--- src/rtl/ntt_pkg.sv ---
// Shared NTT datapath types: Karatsuba FSM states and default operand width.
// No logic; latency and backpressure are defined by the modules importing it.
// Consumed by ka_mult_iter and its sub-modules.
package ntt_pkg;

  localparam int NTT_W = 32;

  typedef enum logic [2:0] {
    IDLE,
    MUL_HH,
    MUL_LL,
    MUL_MID,
    COMBINE,
    DONE
  } ka_state_t;

endpackage

--- src/rtl/ka_half_mult.sv ---
// Combinational N x N unsigned multiplier; the shared half-width engine.
// Zero latency, no handshake; the caller owns sequencing and backpressure.
// Kept standalone so a recursive Karatsuba tree can replace it later.
module ka_half_mult #(
  parameter int N = 17
) (
  input  logic [N-1:0]   op_a,
  input  logic [N-1:0]   op_b,
  output logic [2*N-1:0] prod
);

  assign prod = {{N{1'b0}}, op_a} * {{N{1'b0}}, op_b};

endmodule

--- src/rtl/ka_mult_iter.sv ---
// Iterative W x W Karatsuba multiplier; one (W/2+1)-bit multiplier reused over three cycles.
// Latency 5 cycles accept-to-out_valid (1 cycle for zero operands when KA_ZERO_SKIP_EN is defined).
// Back-pressure holds DONE with out_p stable; in_ready is combinational from out_ready in DONE.
module ka_mult_iter
  import ntt_pkg::*;
#(
  parameter int W = NTT_W
) (
  input  logic           clk,
  input  logic           rst,
  input  logic           in_valid,
  output logic           in_ready,
  input  logic [W-1:0]   in_a,
  input  logic [W-1:0]   in_b,
  output logic           out_valid,
  input  logic           out_ready,
  output logic [2*W-1:0] out_p,
  output logic           busy
);

  localparam int HW = W / 2;

  ka_state_t      state;
  ka_state_t      state_nxt;
  ka_state_t      start_state;
  logic           accept;
  logic [W-1:0]   a_q;
  logic [W-1:0]   b_q;
  logic [W-1:0]   hh_q;
  logic [W-1:0]   ll_q;
  logic [W+1:0]   mid_q;
  logic [HW:0]    mul_a;
  logic [HW:0]    mul_b;
  logic [W+1:0]   mul_p;
  logic [W+1:0]   mid_term;
  logic [2*W+1:0] comb_sum;
  logic [1:0]     sum_unused;

  assign accept = in_valid && in_ready;

`ifdef KA_ZERO_SKIP_EN
  assign start_state = (in_a == '0 || in_b == '0) ? DONE : MUL_HH;
`else
  assign start_state = MUL_HH;
`endif

  always_ff @(posedge clk or posedge rst) begin
    if (rst) begin
      state <= IDLE;
    end else begin
      state <= state_nxt;
    end
  end

  always_comb begin
    state_nxt = state;
    case (state)
      IDLE:    if (accept) state_nxt = start_state;
      MUL_HH:  state_nxt = MUL_LL;
      MUL_LL:  state_nxt = MUL_MID;
      MUL_MID: state_nxt = COMBINE;
      COMBINE: state_nxt = DONE;
      DONE:    if (out_ready) state_nxt = in_valid ? start_state : IDLE;
      default: state_nxt = IDLE;
    endcase
  end

  always_comb begin
    in_ready  = (state == IDLE) || (state == DONE && out_ready);
    out_valid = (state == DONE);
    busy      = (state != IDLE);
  end

  // Single multiplier; the state selects which partial product it serves.
  always_comb begin
    mul_a = '0;
    mul_b = '0;
    case (state)
      MUL_HH: begin
        mul_a = {1'b0, a_q[W-1:HW]};
        mul_b = {1'b0, b_q[W-1:HW]};
      end
      MUL_LL: begin
        mul_a = {1'b0, a_q[HW-1:0]};
        mul_b = {1'b0, b_q[HW-1:0]};
      end
      MUL_MID: begin
        mul_a = {1'b0, a_q[W-1:HW]} + {1'b0, a_q[HW-1:0]};
        mul_b = {1'b0, b_q[W-1:HW]} + {1'b0, b_q[HW-1:0]};
      end
      default: begin
        mul_a = '0;
        mul_b = '0;
      end
    endcase
  end

  ka_half_mult #(
    .N(HW + 1)
  ) u_half_mult (
    .op_a(mul_a),
    .op_b(mul_b),
    .prod(mul_p)
  );

  // MID-HH-LL equals aH*bL+aL*bH, so it is never negative and fits W+2 bits.
  always_comb begin
    mid_term = mid_q - {2'b00, hh_q} - {2'b00, ll_q};
    comb_sum = {2'b00, hh_q, {W{1'b0}}}
             + {{(W-HW){1'b0}}, mid_term, {HW{1'b0}}}
             + {{(W+2){1'b0}}, ll_q};
  end

  // The true product never reaches the top two bits of the wide sum.
  assign sum_unused = comb_sum[2*W+1:2*W];

  always_ff @(posedge clk or posedge rst) begin
    if (rst) begin
      a_q   <= '0;
      b_q   <= '0;
      hh_q  <= '0;
      ll_q  <= '0;
      mid_q <= '0;
      out_p <= '0;
    end else begin
      if (accept) begin
        a_q <= in_a;
        b_q <= in_b;
      end
      case (state)
        MUL_HH:  hh_q  <= mul_p[W-1:0];
        MUL_LL:  ll_q  <= mul_p[W-1:0];
        MUL_MID: mid_q <= mul_p;
        COMBINE: out_p <= comb_sum[2*W-1:0];
        default: ;
      endcase
`ifdef KA_ZERO_SKIP_EN
      if (accept && start_state == DONE) out_p <= '0;
`endif
    end
  end

endmodule

--- config.mk ---
export PLATFORM = sky130hd
export DESIGN_NAME = ka_mult_iter
export DESIGN_NICKNAME = d
export VERILOG_FILES = /design/src/rtl/ntt_pkg.sv /design/src/rtl/ka_half_mult.sv /design/src/rtl/ka_mult_iter.sv
export SDC_FILE = /design/constraint.sdc
export NUM_CORES = 1
export LEC_CHECK = 0
export CAP_MARGIN = 15
export CELL_PAD_IN_SITES_DETAIL_PLACEMENT = 1
export CELL_PAD_IN_SITES_GLOBAL_PLACEMENT = 1
export CORE_UTILIZATION = 25
export CTS_CLUSTER_DIAMETER = 30
export DETAILED_ROUTE_END_ITERATION = 10
export PLACE_DENSITY = 0.51
export SLEW_MARGIN = 15
export SYNTH_ARGS = -nofsm -noshare
export SYNTH_HDL_FRONTEND = slang
export SYNTH_HIERARCHICAL = 1
export SYNTH_SLANG_ARGS = --single-unit
--- constraint.sdc ---
create_clock -name clk -period 10.6 [get_ports clk]
set_input_delay 2.65 -clock clk [delete_from_list [all_inputs] [get_ports clk]]
set_output_delay 2.65 -clock clk [all_outputs]
set_load 0.01 [all_outputs]
==> impl_metrics.sql, run 1 <==
INSERT INTO impl_metrics (metric_group, metric, value, unit) VALUES
('critical_path', 'timing.critical_path.required', '11.08', 'ns'),
('yosys', 'synthArstFlopShare', '1.00', ''),
('timing', 'relative_slew_slack', '0.270', ''),
('yosys', 'synth.avg_cell_area', '9.23', 'µm²'),
('grt', 'via_count_of_the_first_global_routing_pass', '21241', ''),
('detailed_routing', 'drt_pre_antenna_iters', '5', ''),
('cts', 'cts_buf_count', '70', ''),
('timing', 'setup_tns', '0', 'ns'),
('yosys', 'synth_area', '24300', 'µm²'),
('cells_and_area', 'mostFrequentLayoutCells', 'sky130_fd_sc_hd__inv_1, sky130_fd_sc_hd__nand2_1, sky130_fd_sc_hd__fa_1', ''),
('grt', 'grt_start_max_net_pins', '101', ''),
('cells_and_area', 'layout-drive-gt1-share', '0.101', ''),
('timing', 'finalClockSkew', '0.0324', 'ns'),
('detailed_routing', 'route.detailed.vias_per_inst', '4.63', ''),
('critical_path', 'critical_path.endpoint_type', 'flip-flop', ''),
('critical_path', 'cp_top_family', 'adder cells', ''),
('cells_and_area', 'num-nets-final', '3321', ''),
('floorplanning', 'initial_core_util', '0.252', ''),
('yosys', 'ys_ff_latch', '229', ''),
('critical_path', 'start_kind', 'flip-flop', ''),
('grt', 'global_route_wire_length_before_repair', '123', 'mm'),
('cts', 'worstSkewPairLatency', '0.62', 'ns'),
('cts', 'hold_buffers', '0', ''),
('grt', 'gr-usage-met2', '0.276', ''),
('timing', 'max_slew.worst_pin.slew', '1.09', 'ns'),
('grt', 'grtUsageMet1', '0.205', ''),
('cells_and_area', 'syn_to_final_growth', '22.9', '%'),
('floorplanning', 'die_h', '314', 'µm'),
('detailed_routing', 'number_of_nets_with_antenna_violations_after_detailed_routing', '0', ''),
('cts', 'cts_tree', 'built', ''),
('timing', 'final_max_slew_viol_count', '0', ''),
('critical_path', 'cpPeakStageDelay', '0.55', 'ns'),
('flow_run', 'maxCapViolCount', '0', ''),
('yosys', 'syn_inst_count', '2635', ''),
('yosys', 'ys_types', '76', ''),
('placement', 'place_congestion', '0.895', ''),
('timing', 'post-route-min-period', '9.30', 'ns'),
('cts', 'cts.reportedPaths.clkPinSlew', '0.04', 'ns'),
('floorplanning', 'pin_count', '135', ''),
('floorplanning', 'die_w', '314', 'µm'),
('cells_and_area', 'final_common_cell', 'sky130_fd_sc_hd__inv_1', ''),
('yosys', 'synth.net_count', '3177', ''),
('cts', 'postCtsSetupBuffers', '0', ''),
('detailed_routing', 'detail_route.drc_violations', '0', ''),
('yosys', 'synth-main-ff-cell', 'sky130_fd_sc_hd__dfrtp_1', ''),
('grt', 'number_of_antenna_violations_at_the_first_check_in_global_routing', '0', ''),
('placement', 'buffers_added_on_ports', '134', ''),
('cts', 'tritoncts_num_sinks', '229', ''),
('timing', 'layout_worst_path_cycle_share', '0.877', ''),
('timing', 'rsz0062_at_grt', 'no', ''),
('hold_path', 'kind_of_path_behind_the_tightest_hold_check', 'reg -> reg', ''),
('cts', 'cts-root-buf', 'sky130_fd_sc_hd__clkbuf_16', ''),
('cells_and_area', 'final_util', '0.310', ''),
('timing', 'finalHoldWorstSlack', '0.473', 'ns'),
('detailed_routing', 'detail_route.iter0.violations', '651', ''),
('critical_path', 'crit_buf_inv', '3', ''),
('grt', 'grt-busiest-layer', 'met2', ''),
('timing', 'final-hold-violation-count', '0', ''),
('floorplanning', 'die_area', '98600', 'µm²'),
('critical_path', 'setup.worst_path.class', 'reg -> reg', ''),
('detailed_routing', 'drt_wl_total', '77.0', 'mm'),
('grt', 'gr-usage-all-layers', '0.159', ''),
('timing', 'maxClockFrequency', '0.108', 'GHz'),
('cells_and_area', 'num-fill-cells', '11016', ''),
('detailed_routing', 'routed-via-count', '19014', ''),
('placement', 'dp.final_hpwl', '61.8', 'mm'),
('grt', 'globalRouteMet3Util', '0.0222', ''),
('yosys', 'synth.yosys.warnings', '6', ''),
('run_status', 'outcome', 'complete, no violations', ''),
('grt', 'gr-total-overflow', '0', ''),
('timing', 'finalSetupViolations', '0', ''),
('critical_path', 'timing.critical_path.arrival', '9.77', 'ns'),
('floorplanning', 'placement_rows', '114', ''),
('detailed_routing', 'route.detailed.wl_per_inst', '18.7', 'µm'),
('critical_path', 'cp_common_cell', 'sky130_fd_sc_hd__fa_1', ''),
('critical_path', 'worst_path_max_delay_cell', 'sky130_fd_sc_hd__fa_1', ''),
('floorplanning', 'placeableCoreArea', '96600', 'µm²'),
('yosys', 'synth-edff-count', '0', ''),
('cts', 'clock_path_buffers', '3', ''),
('critical_path', 'cp_max_fo', '12', ''),
('cts', 'cts_resized', '0', ''),
('yosys', 'sequential_fraction_of_the_synthesis_area', '0.236', ''),
('cts', 'h-tree-depth', '3', '');
-- registers in the layout, indices dropped and copies added (netlist names) --
signal / count
a_q: 32
b_q: 32
hh_q: 32
ll_q: 32
mid_q: 34
out_p: 64
state: 3
-- Yosys cell counts, drive strengths merged, types with 8 or more instances --
cell type  count  area share
xnor2         81       0.029
a211oi        24      0.0083
nand2        375       0.058
nand4         12      0.0031
a211o          8      0.0029
o21a          12      0.0037
a21oi        106       0.023
mux2         119       0.055
and3          13      0.0033
a31oi         13      0.0033
clkbuf        94       0.015
nor2b         11      0.0028
o21bai        15      0.0046
inv          378       0.058
xor2          46       0.017
a22oi         32       0.010
nand2b        17      0.0044
ha           215        0.11
nor3          10      0.0021
and2         126       0.032
fa           259        0.21
a21o          54       0.017
nand3         24      0.0049
o211ai        11      0.0038
nor2          76       0.012
dfrtp        229        0.24
a21boi         8      0.0026
o21ai        194       0.040
-- stage by stage --
stage	area, µm²	setup WS [ns]	cells
final	29900	1.30	4111
after global routing	29900	0.775	4110
after CTS	29900	1.23	4110
after detailed placement	27300	1.28	3983
after global placement	27300	1.54	3983
after floorplan	24300	1.67	2635
-- metal layers --
metal / part of all wire / vias to the layer above
li1: - / 8957
met1: 0.46 / 9684
met2: 0.49 / 277
met3: 0.028 / 96
met4: 0.023 / 0
met5: 0 / -
-- cells by family after synthesis --
kind of cell,count (synthesis),synth area share
and+or+nand+nor,690,0.130
AOI/OAI and AO/OA,519,0.135
buffers and inverters,474,0.0735
adders and majority gates,474,0.324
DFF,229,0.236
xor gates and xnor gates,127,0.0457
muxes,122,0.0565
-- layout make-up --
class	count	area, µm²	area share
multi-input combinational	1932	16900	0.566
inverter	378	1430	0.0477
tap	1276	1600	0.0534
clock inverter	35	639	0.0214
antenna	1	2.50	0.0000837
timing repair buffer	168	1600	0.0534
sequential	229	5730	0.192
clock buffer	92	1980	0.0663
-- worst paths after layout --
check | endpoint | start | cells after the start | slack, ns
max | mid_q[27] | b_q[1] | 30 | 1.30
min | out_p[32] | out_p[32] | 2 | 0.47
max reg2reg | mid_q[27] | b_q[1] | 30 | 1.30
min reg2reg | out_p[32] | out_p[32] | 2 | 0.47
max in group asynchronous | a_q[13] | rst | 3 | 6.64
min in group asynchronous | out_p[56] | rst | 2 | 2.54
-- worst reg2reg max path: cells and delay by family (launching register included) --
kind | cells | cell delay, ns
muxes | 1 | 0.28
adders and majority gates | 8 | 3.81
buffers and inverters | 3 | 0.39
DFF | 1 | 0.42
and+or+nand+nor | 6 | 1.01
AOI/OAI and AO/OA | 10 | 2.99
xor gates and xnor gates | 2 | 0.26
Power of run 1 is not shown: default switching activity piles up to over one toggle a cycle in this logic, so the estimate is an artifact.
==> run 2, diff against run 1 <==
--- a/config.mk
+++ b/config.mk
@@ -11,7 +11,8 @@
 export CORE_UTILIZATION = 25
 export CTS_CLUSTER_DIAMETER = 30
 export DETAILED_ROUTE_END_ITERATION = 10
-export PLACE_DENSITY = 0.51
+export DONT_BUFFER_PORTS = 1
+export PLACE_DENSITY = 0.49
 export SLEW_MARGIN = 15
 export SYNTH_ARGS = -nofsm -noshare
 export SYNTH_HDL_FRONTEND = slang
==> run 2 against run 1 <==
Sequential share of layout area increased by 0.96 points. Via count decreased by 2.4%. Clock skew increased by 0.010 ns. Global-route usage decreased by 0.060 points. Count of clock-buffer cells in the layout unchanged. Critical endpoint is now mid_q[28]. Largest cell class unchanged. Sequential cell count unchanged. Worst setup slack improved by 0.0099 ns. Worst hold slack improved by 0.043 ns. Fmax increased by 0.11%.
==> impl_metrics.sql, run 2 (same netlist as run 1, synthesis figures left out) <==
INSERT INTO impl_metrics (metric_group, metric, value, unit) VALUES
('run_status', 'outcome', 'complete, no violations', ''),
('critical_path', 'worst_path_max_delay_cell', 'sky130_fd_sc_hd__fa_1', ''),
('cts', 'tritoncts_num_sinks', '229', ''),
('hold_path', 'hold_path_depth', '1', ''),
('cells_and_area', 'final_common_cell', 'sky130_fd_sc_hd__inv_1', ''),
('cells_and_area', 'multi_input_combinational_cell_area', '16900', 'µm²'),
('flow_run', 'maxCapViolCount', '0', ''),
('critical_path', 'setup.worst_path.class', 'reg -> reg', ''),
('placement', 'place_congestion', '0.850', ''),
('timing', 'setup_tns', '0', 'ns'),
('cts', 'cts_tree', 'built', ''),
('floorplanning', 'die_area', '98600', 'µm²'),
('critical_path', 'timing.critical_path.arrival', '9.76', 'ns'),
('cells_and_area', 'max_flop_register', 'out_p', ''),
('cells_and_area', 'syn_to_final_growth', '17.1', '%'),
('timing', 'final-hold-violation-count', '0', ''),
('cts', 'cts_buf_count', '70', ''),
('timing', 'finalSetupViolations', '0', ''),
('detailed_routing', 'detail_route.drc_violations', '0', ''),
('critical_path', 'critical_path.endpoint_type', 'flip-flop', ''),
('grt', 'gr-total-overflow', '0', ''),
('detailed_routing', 'route.detailed.wl_per_inst', '19.4', 'µm'),
('timing', 'layout_worst_path_cycle_share', '0.876', ''),
('grt', 'gr-usage-all-layers', '0.159', ''),
('cts', 'hold_buffers', '0', ''),
('floorplanning', 'placement_rows', '114', ''),
('detailed_routing', 'route.detailed.vias_per_inst', '4.67', ''),
('detailed_routing', 'detail_route.iter0.violations', '696', ''),
('cts', 'cts-root-buf', 'sky130_fd_sc_hd__clkbuf_16', ''),
('cells_and_area', 'largest_reg_flops', '64', ''),
('placement', 'buffers_added_on_ports', '0', ''),
('cells_and_area', 'num-fill-cells', '11034', ''),
('critical_path', 'timing.critical_path.required', '11.08', 'ns'),
('timing', 'post-route-min-period', '9.29', 'ns'),
('cells_and_area', 'num-nets-final', '3186', ''),
('cells_and_area', 'mostFrequentLayoutCells', 'sky130_fd_sc_hd__inv_1, sky130_fd_sc_hd__nand2_1, sky130_fd_sc_hd__fa_1', ''),
('cells_and_area', 'seq_area', '5730', 'µm²'),
('cts', 'h-tree-depth', '3', ''),
('grt', 'grt_start_max_net_pins', '117', ''),
('floorplanning', 'die_w', '314', 'µm'),
('critical_path', 'cpPeakStageDelay', '0.58', 'ns'),
('cts', 'clock_path_buffers', '3', ''),
('grt', 'via_count_of_the_first_global_routing_pass', '20879', ''),
('floorplanning', 'placeableCoreArea', '96600', 'µm²'),
('grt', 'global_route_wire_length_before_repair', '122', 'mm'),
('critical_path', 'worst_r2r_path_depth', '31', ''),
('floorplanning', 'pin_count', '135', ''),
('detailed_routing', 'drt_pre_antenna_iters', '4', ''),
('timing', 'finalClockSkew', '0.0425', 'ns'),
('critical_path', 'cp_common_cell', 'sky130_fd_sc_hd__fa_1', ''),
('timing', 'max_slew.worst_pin.slew', '1.11', 'ns'),
('timing', 'rsz0062_at_grt', 'no', ''),
('cells_and_area', 'reg_top3', 'out_p (64), mid_q (34)', ''),
('cts', 'cts_resized', '0', ''),
('timing', 'maxClockFrequency', '0.108', 'GHz'),
('detailed_routing', 'drt_wl_total', '77.1', 'mm'),
('critical_path', 'start_kind', 'flip-flop', ''),
('timing', 'final_max_slew_viol_count', '0', ''),
('detailed_routing', 'number_of_nets_with_antenna_violations_after_detailed_routing', '0', ''),
('placement', 'dp.final_hpwl', '61.6', 'mm'),
('cts', 'postCtsSetupBuffers', '0', ''),
('critical_path', 'cp_max_fo', '11', ''),
('detailed_routing', 'routed-via-count', '18563', ''),
('hold_path', 'kind_of_path_behind_the_tightest_hold_check', 'reg -> reg', ''),
('cells_and_area', 'layout-drive-gt1-share', '0.104', ''),
('cts', 'worstSkewPairLatency', '0.62', 'ns'),
('timing', 'relative_slew_slack', '0.259', ''),
('floorplanning', 'die_h', '314', 'µm'),
('cts', 'cts.reportedPaths.clkPinSlew', '0.04', 'ns'),
('floorplanning', 'initial_core_util', '0.252', ''),
('grt', 'number_of_antenna_violations_at_the_first_check_in_global_routing', '4', '');
## run 2: layout make-up
cell class	instances	share of cell area
well taps	1276	0.0560
inverters	378	0.0501
clock buffers	92	0.0686
flip-flops and latches	229	0.201
diodes	2	0.000176
multi-input cells	1932	0.595
repair buffers	33	0.00883
clock inverters	34	0.0206
## run 2: final timing paths
check                         from         to  slack, ns
setup reg to reg            b_q[0]  mid_q[28]       1.31
hold / removal             a_q[16]    a_q[16]       0.52
min in group asynchronous      rst    b_q[22]       2.10
hold reg to reg            a_q[16]    a_q[16]       0.52
setup / recovery            b_q[0]  mid_q[28]       1.31
max in group asynchronous      rst    ll_q[6]       6.47
## run 2: stage by stage
step	hold slack, ns	utilization	instance area, µm²	worst slack, ns	std cells
6_report	0.517	0.295	28500	1.31	3976
5_1_grt	0.547	0.295	28500	0.584	3975
4_1_cts	0.520	0.295	28500	1.28	3974
3_5_place_dp	0.512	0.269	25900	1.29	3848
3_3_place_gp	0.501	0.269	25900	1.57	3847
2_1_floorplan	0.486	-	24300	1.67	2635
## run 2: layer usage
| metal | global-route usage | vias up | share of wire |
|---|---|---|---|
| met5 | 0 | - | 0.00016 |
| met3 | 0.0231 | 105 | 0.031 |
| met1 | 0.202 | 9514 | 0.45 |
| met2 | 0.274 | 272 | 0.49 |
| li1 | - | 8670 | - |
| met4 | 0.0520 | 2 | 0.028 |
## run 2: worst max-delay path: cells and delay by family (launching register included)
family                     cells  cell delay [ns]
xor gates and xnor gates       1             0.19
AOI/OAI and AO/OA             11             2.83
and+or+nand+nor                6             0.89
adders and majority gates      9             4.20
muxes                          1             0.27
buffers and inverters          3             0.41
DFF                            1             0.40
Power of run 2 is left out for the same reason.
==> run 3, diff against run 2 <==
--- a/config.mk
+++ b/config.mk
@@ -11,8 +11,8 @@
 export CORE_UTILIZATION = 25
 export CTS_CLUSTER_DIAMETER = 30
 export DETAILED_ROUTE_END_ITERATION = 10
-export DONT_BUFFER_PORTS = 1
-export PLACE_DENSITY = 0.49
+export MAX_ROUTING_LAYER = met4
+export PLACE_DENSITY = 0.51
 export SLEW_MARGIN = 15
 export SYNTH_ARGS = -nofsm -noshare
 export SYNTH_HDL_FRONTEND = slang
==> run 3 against run 2 <==
Worst hold slack worse by 0.041 ns. Via count increased by 1.8%. Worst setup slack lost 0.058 ns. Sequential cell count unchanged. Non-clock buffer count up 136. Critical path depth unchanged. Sequential share of layout area is 0.86 points lower. Cell count is 3.3% higher. Cell area increased by 4.5%. Routed wire length shrank 0.55%. Die area unchanged. Critical endpoint is now hh_q[31]. Largest cell class unchanged.
==> impl_metrics.sql, run 3 (same netlist as run 1, synthesis figures left out) <==
INSERT INTO impl_metrics (metric_group, metric, value, unit) VALUES
('floorplanning', 'die_w', '314', 'µm'),
('cells_and_area', 'layout-drive-gt1-share', '0.0993', ''),
('placement', 'buffers_added_on_ports', '134', ''),
('cts', 'cts_resized', '0', ''),
('cts', 'clock_path_buffers', '3', ''),
('critical_path', 'cp_max_fo', '11', ''),
('floorplanning', 'placement_rows', '114', ''),
('critical_path', 'r2r-end', 'hh_q[31]', ''),
('timing', 'max_slew.worst_pin.slew', '1.12', 'ns'),
('cells_and_area', 'seq_area', '5730', 'µm²'),
('timing', 'rsz0062_at_grt', 'no', ''),
('detailed_routing', 'routed-via-count', '18903', ''),
('floorplanning', 'pin_count', '135', ''),
('cells_and_area', 'largest_reg_flops', '64', ''),
('detailed_routing', 'route.detailed.wl_per_inst', '18.7', 'µm'),
('timing', 'final-hold-violation-count', '0', ''),
('critical_path', 'timing.critical_path.arrival', '9.85', 'ns'),
('timing', 'setup_tns', '0', 'ns'),
('hold_path', 'kind_of_path_behind_the_tightest_hold_check', 'reg -> reg', ''),
('cts', 'h-tree-depth', '3', ''),
('placement', 'dp.final_hpwl', '62.0', 'mm'),
('critical_path', 'worst_r2r_path_depth', '31', ''),
('detailed_routing', 'number_of_nets_with_antenna_violations_after_detailed_routing', '0', ''),
('placement', 'place_congestion', '0.912', ''),
('grt', 'grt_start_max_net_pins', '102', ''),
('cts', 'hold_buffers', '0', ''),
('critical_path', 'setup.worst_path.class', 'reg -> reg', ''),
('hold_path', 'min-delay-start', 'out_p[32]', ''),
('floorplanning', 'placeableCoreArea', '96600', 'µm²'),
('hold_path', 'hold_path_depth', '2', ''),
('critical_path', 'cp_common_cell', 'sky130_fd_sc_hd__fa_1', ''),
('cts', 'cts_tree', 'built', ''),
('cells_and_area', 'syn_to_final_growth', '22.4', '%'),
('grt', 'global_route_wire_length_before_repair', '124', 'mm'),
('cts', 'cts_buf_count', '68', ''),
('grt', 'globalRouteMet3Util', '0.0207', ''),
('cells_and_area', 'max_flop_register', 'out_p', ''),
('floorplanning', 'initial_core_util', '0.252', ''),
('cells_and_area', 'mostFrequentLayoutCells', 'sky130_fd_sc_hd__inv_1, sky130_fd_sc_hd__nand2_1, sky130_fd_sc_hd__fa_1', ''),
('cts', 'tritoncts_num_sinks', '229', ''),
('detailed_routing', 'drt_wl_total', '76.7', 'mm'),
('run_status', 'outcome', 'complete, no violations', ''),
('grt', 'gr-usage-all-layers', '0.164', ''),
('detailed_routing', 'route.detailed.vias_per_inst', '4.60', ''),
('flow_run', 'maxCapViolCount', '0', ''),
('detailed_routing', 'detail_route.drc_violations', '0', ''),
('cts', 'worstSkewPairLatency', '0.63', 'ns'),
('detailed_routing', 'drt_pre_antenna_iters', '6', ''),
('critical_path', 'rrSetupSlack', '1.26', 'ns'),
('timing', 'post-route-min-period', '9.34', 'ns'),
('timing', 'finalClockSkew', '0.0577', 'ns'),
('cells_and_area', 'final_common_cell', 'sky130_fd_sc_hd__inv_1', ''),
('grt', 'via_count_of_the_first_global_routing_pass', '21496', ''),
('critical_path', 'worst_path_max_delay_cell', 'sky130_fd_sc_hd__o21ai_1', ''),
('floorplanning', 'die_h', '314', 'µm'),
('grt', 'number_of_antenna_violations_at_the_first_check_in_global_routing', '0', ''),
('hold_path', 'holdPathEnd', 'out_p[32]', ''),
('timing', 'relative_slew_slack', '0.252', ''),
('grt', 'gr-usage-met2', '0.269', ''),
('timing', 'layout_worst_path_cycle_share', '0.882', ''),
('critical_path', 'timing.critical_path.required', '11.11', 'ns'),
('critical_path', 'cp_top_family', 'adder cells', ''),
('floorplanning', 'die_area', '98600', 'µm²'),
('critical_path', 'start_kind', 'flip-flop', ''),
('cells_and_area', 'reg_top3', 'out_p (64), mid_q (34)', ''),
('cts', 'cts.reportedPaths.clkPinSlew', '0.04', 'ns'),
('grt', 'gr-total-overflow', '0', ''),
('cts', 'cts-root-buf', 'sky130_fd_sc_hd__clkbuf_16', ''),
('timing', 'finalSetupViolations', '0', ''),
('grt', 'grtUsageMet1', '0.209', ''),
('critical_path', 'critical_path.endpoint_type', 'flip-flop', ''),
('grt', 'grt-busiest-layer', 'met2', ''),
('timing', 'maxClockFrequency', '0.107', 'GHz'),
('critical_path', 'crit_buf_inv', '3', ''),
('critical_path', 'cpPeakStageDelay', '0.59', 'ns'),
('detailed_routing', 'detail_route.iter0.violations', '801', ''),
('cts', 'postCtsSetupBuffers', '0', ''),
('timing', 'final_max_slew_viol_count', '0', ''),
('critical_path', 'regToRegStartpoint', 'b_q[1]', ''),
('cells_and_area', 'multi_input_combinational_cell_area', '16900', 'µm²'),
('cells_and_area', 'num-nets-final', '3320', ''),
('cells_and_area', 'num-fill-cells', '10986', '');
[run 3: changes by cell type in the layout (fill, tap and decap cells not counted), sizes merged]
cell | previous run | this run
clkdlybuf4s50 | 0 | 134
clkbuf | 92 | 87
buf | 33 | 35
bufinv | 10 | 9
clkinv | 20 | 21
diode | 2 | 1
[run 3: per-layer routing]
layer,vias up,share of wire
met5,-,0
met4,0,0.027
met3,96,0.027
met2,276,0.48
met1,9588,0.46
li1,8943,-
[run 3: how the worst max path moves through the flow]
stage           start   endpoint  slack [ns]  cells after the start
3_5_place_dp   b_q[1]   hh_q[31]        1.24                     31
3_3_place_gp   b_q[1]  mid_q[28]        1.51                     30
5_1_grt        b_q[1]   hh_q[31]        0.70                     31
6_report       b_q[1]   hh_q[31]        1.26                     31
2_1_floorplan     rst     a_q[0]        1.67                      1
4_1_cts        b_q[1]   hh_q[31]        1.23                     31
[run 3: stage by stage]
step | setup slack, ns | utilization | hold WS (ns) | area [µm²] | cells
floorplan | 1.67 | - | 0.486 | 24300 | 2635
global placement | 1.51 | 0.283 | 0.463 | 27300 | 3984
detailed placement | 1.24 | 0.283 | 0.472 | 27300 | 3984
CTS | 1.23 | 0.308 | 0.486 | 29800 | 4105
global route | 0.705 | 0.308 | 0.507 | 29800 | 4105
finish | 1.26 | 0.308 | 0.476 | 29800 | 4106
[run 3: worst min-delay path: stages, from the launching register on]
cell	delay (ns)
sky130_fd_sc_hd__dfrtp_1	0.33
sky130_fd_sc_hd__nand2_1	0.05
sky130_fd_sc_hd__o21ai_0	0.06
[run 3: cell type report]
class,instances,share of cell area
clock buffers,87,0.0643
inverters,378,0.0479
flip-flops and latches,229,0.193
clock inverters,34,0.0190
repair buffers,169,0.0539
multi-input cells,1932,0.569
well taps,1276,0.0536
diodes,1,0.0000841
Power of run 3 is left out for the same reason.
==> edit, RTL diff (settings of run 2) <==
The package constant `NTT_W` goes from 32 to 40.
--- a/src/rtl/ntt_pkg.sv
+++ b/src/rtl/ntt_pkg.sv
@@ -3,7 +3,7 @@
 // Consumed by ka_mult_iter and its sub-modules.
 package ntt_pkg;
 
-  localparam int NTT_W = 32;
+  localparam int NTT_W = 40;
 
   typedef enum logic [2:0] {
     IDLE,
Ports: changed (resized in_a, in_b and out_p); port bits go from 135 to 167. The function was not compared with the original's and may differ.
==> edit against run 2 <==
Setup slack got worse by 460 ps; highest routed layer is now met4; sequential cell count rose by 56; cell count rose by 35%; global-route usage fell by 0.092 points; largest cell class unchanged; cell area rose by 32%; synthesized area rose by 36%; routed wire length rose by 36%.
Power is not shown: default switching activity piles up to over one toggle a cycle in this logic, so the estimate is an artifact.
==> edit: results (changes against run 2) <==
Run status
  • Outcome: finished, final reports clean

GRT
  • Largest net degree at the start of global routing: 100 (-15%)
  • Gr usage total: 0.158 (-0.000918)
  • First-pass GRT wire length: 164 mm (+35%)
  • Vias in the first global route: 27.0k (+29%)
  • Initial antenna violation count: 1 (-3)

Min path
  • Hold_sp: mid_q[0]$_DFFE_PP0N_
  • Hold Path End: mid_q[0]$_DFFE_PP0N_

Final layout
  • Fraction of layout cells with a size suffix above 1: 0.102 (-0.00203)
  • Fin nets: 4,339 (+36%)
  • Largest registers: out_p x80, mid_q x42

Synthesis
  • Commonest cells post-synth: 518 x inv_1, 456 x nand2_1, 401 x fa_1, 285 x dfrtp_1, 278 x ha_1
  • Net Count, Synth: 4,371 (+38%)
  • Top cells by area, synth: fa_1 24%, dfrtp_1 22%, ha_1 10%, inv_1 5.9%, and2_1 5.2%
  • Synth cell types: 80 (+5.3%)

Setup path
  • Worst R2R Path Depth: 35 (+13%)
  • Setup slack, reg-to-reg: 860 ps (-460 ps)
  • CP max FO: 13 (+2)

Clock tree
  • Worst skew pair latency: 650 ps (+30 ps)

Placed design
  • PortBufs: 0 (unchanged)
  • Dpl hpwl: 84.0 mm (+36%)

Route
  • Via Count: 24.7k (+33%)
  • Initial drt markers: 848 (+22%)
  • First-pass iteration count of the detailed router: 5 (+1)

Timing
  • Max transition margin: 0.344 (+0.0853)
-- edit: cell count changes after synthesis, sizes merged, moves of 24 or more --
cell    before  now
o21ai      194  241
a21oi      106  158
ha         215  278
clkbuf      94  150
mux2       119  143
nor2        76  108
and2       126  275
fa         259  401
inv        378  518
xnor2       81  105
nand2      375  456
dfrtp      229  285
-- edit: layout make-up --
class | instances | area share
clock inverters | 31 | 0.0119
flip-flops and latches | 285 | 0.189
repair buffers | 65 | 0.0129
multi-input cells | 2636 | 0.624
clock buffers | 88 | 0.0522
diodes | 1 | 0.0000664
inverters | 518 | 0.0518
well taps | 1755 | 0.0582
-- edit: metal layers --
layer / part of all wire / vias to the layer above / track usage
li1: - / 11600 / -
met1: 0.47 / 12500 / 0.211
met2: 0.47 / 386 / 0.259
met3: 0.032 / 153 / 0.0237
met4: 0.032 / 0 / 0.0514
met5: 0 / - / 0
-- edit: cells by family after synthesis --
kind of cell	Yosys count	share of synthesized area
mux	145	0.0492
buf+inv	687	0.0780
compound gates	654	0.123
fa+ha+maj	679	0.347
xor+xnor	161	0.0425
simple gates	997	0.145
flops	285	0.215
-- edit: metrics by stage --
stage | cells | worst slack, ps | cell area (µm²) | hold WS [ps] | utilization
after CTS | 5378 | 876 | 37700 | 509 | 0.287
after global routing | 5378 | 332 | 37700 | 535 | 0.287
after global placement | 5259 | 1010 | 35300 | 495 | 0.268
after detailed placement | 5259 | 883 | 35300 | 500 | 0.268
final | 5379 | 856 | 37700 | 513 | 0.287
after floorplan | 3608 | 86.1 | 33200 | 479 | -
-- edit: how the worst max path moves through the flow --
| stage | from | end | slack [ps] |
|---|---|---|---|
| global placement | a_q[0]$_DFFE_PP0P_ | mid_q[36]$_DFFE_PP0N_ | 1010 |
| CTS | b_q[0]$_DFFE_PP0P_ | mid_q[36]$_DFFE_PP0N_ | 880 |
| floorplan | rst | a_q[0]$_DFFE_PP0P_ | 90 |
| detailed placement | a_q[1]$_DFFE_PP0P_ | mid_q[36]$_DFFE_PP0N_ | 880 |
| finish | b_q[0]$_DFFE_PP0P_ | mid_q[36]$_DFFE_PP0N_ | 860 |
| global route | b_q[0]$_DFFE_PP0P_ | hh_q[36]$_DFFE_PP0N_ | 330 |
-- edit: critical path: cells and delay by family (launching register included) --
| kind | cells | cell delay [ps] |
|---|---|---|
| AO/OA/AOI/OAI | 14 | 2760 |
| buffers and inverters | 4 | 410 |
| adder cells (fa/ha/maj) | 10 | 4700 |
| AND/OR/NAND/NOR | 4 | 760 |
| flip-flops | 1 | 400 |
| multiplexers | 1 | 280 |
| XOR/XNOR | 2 | 270 |
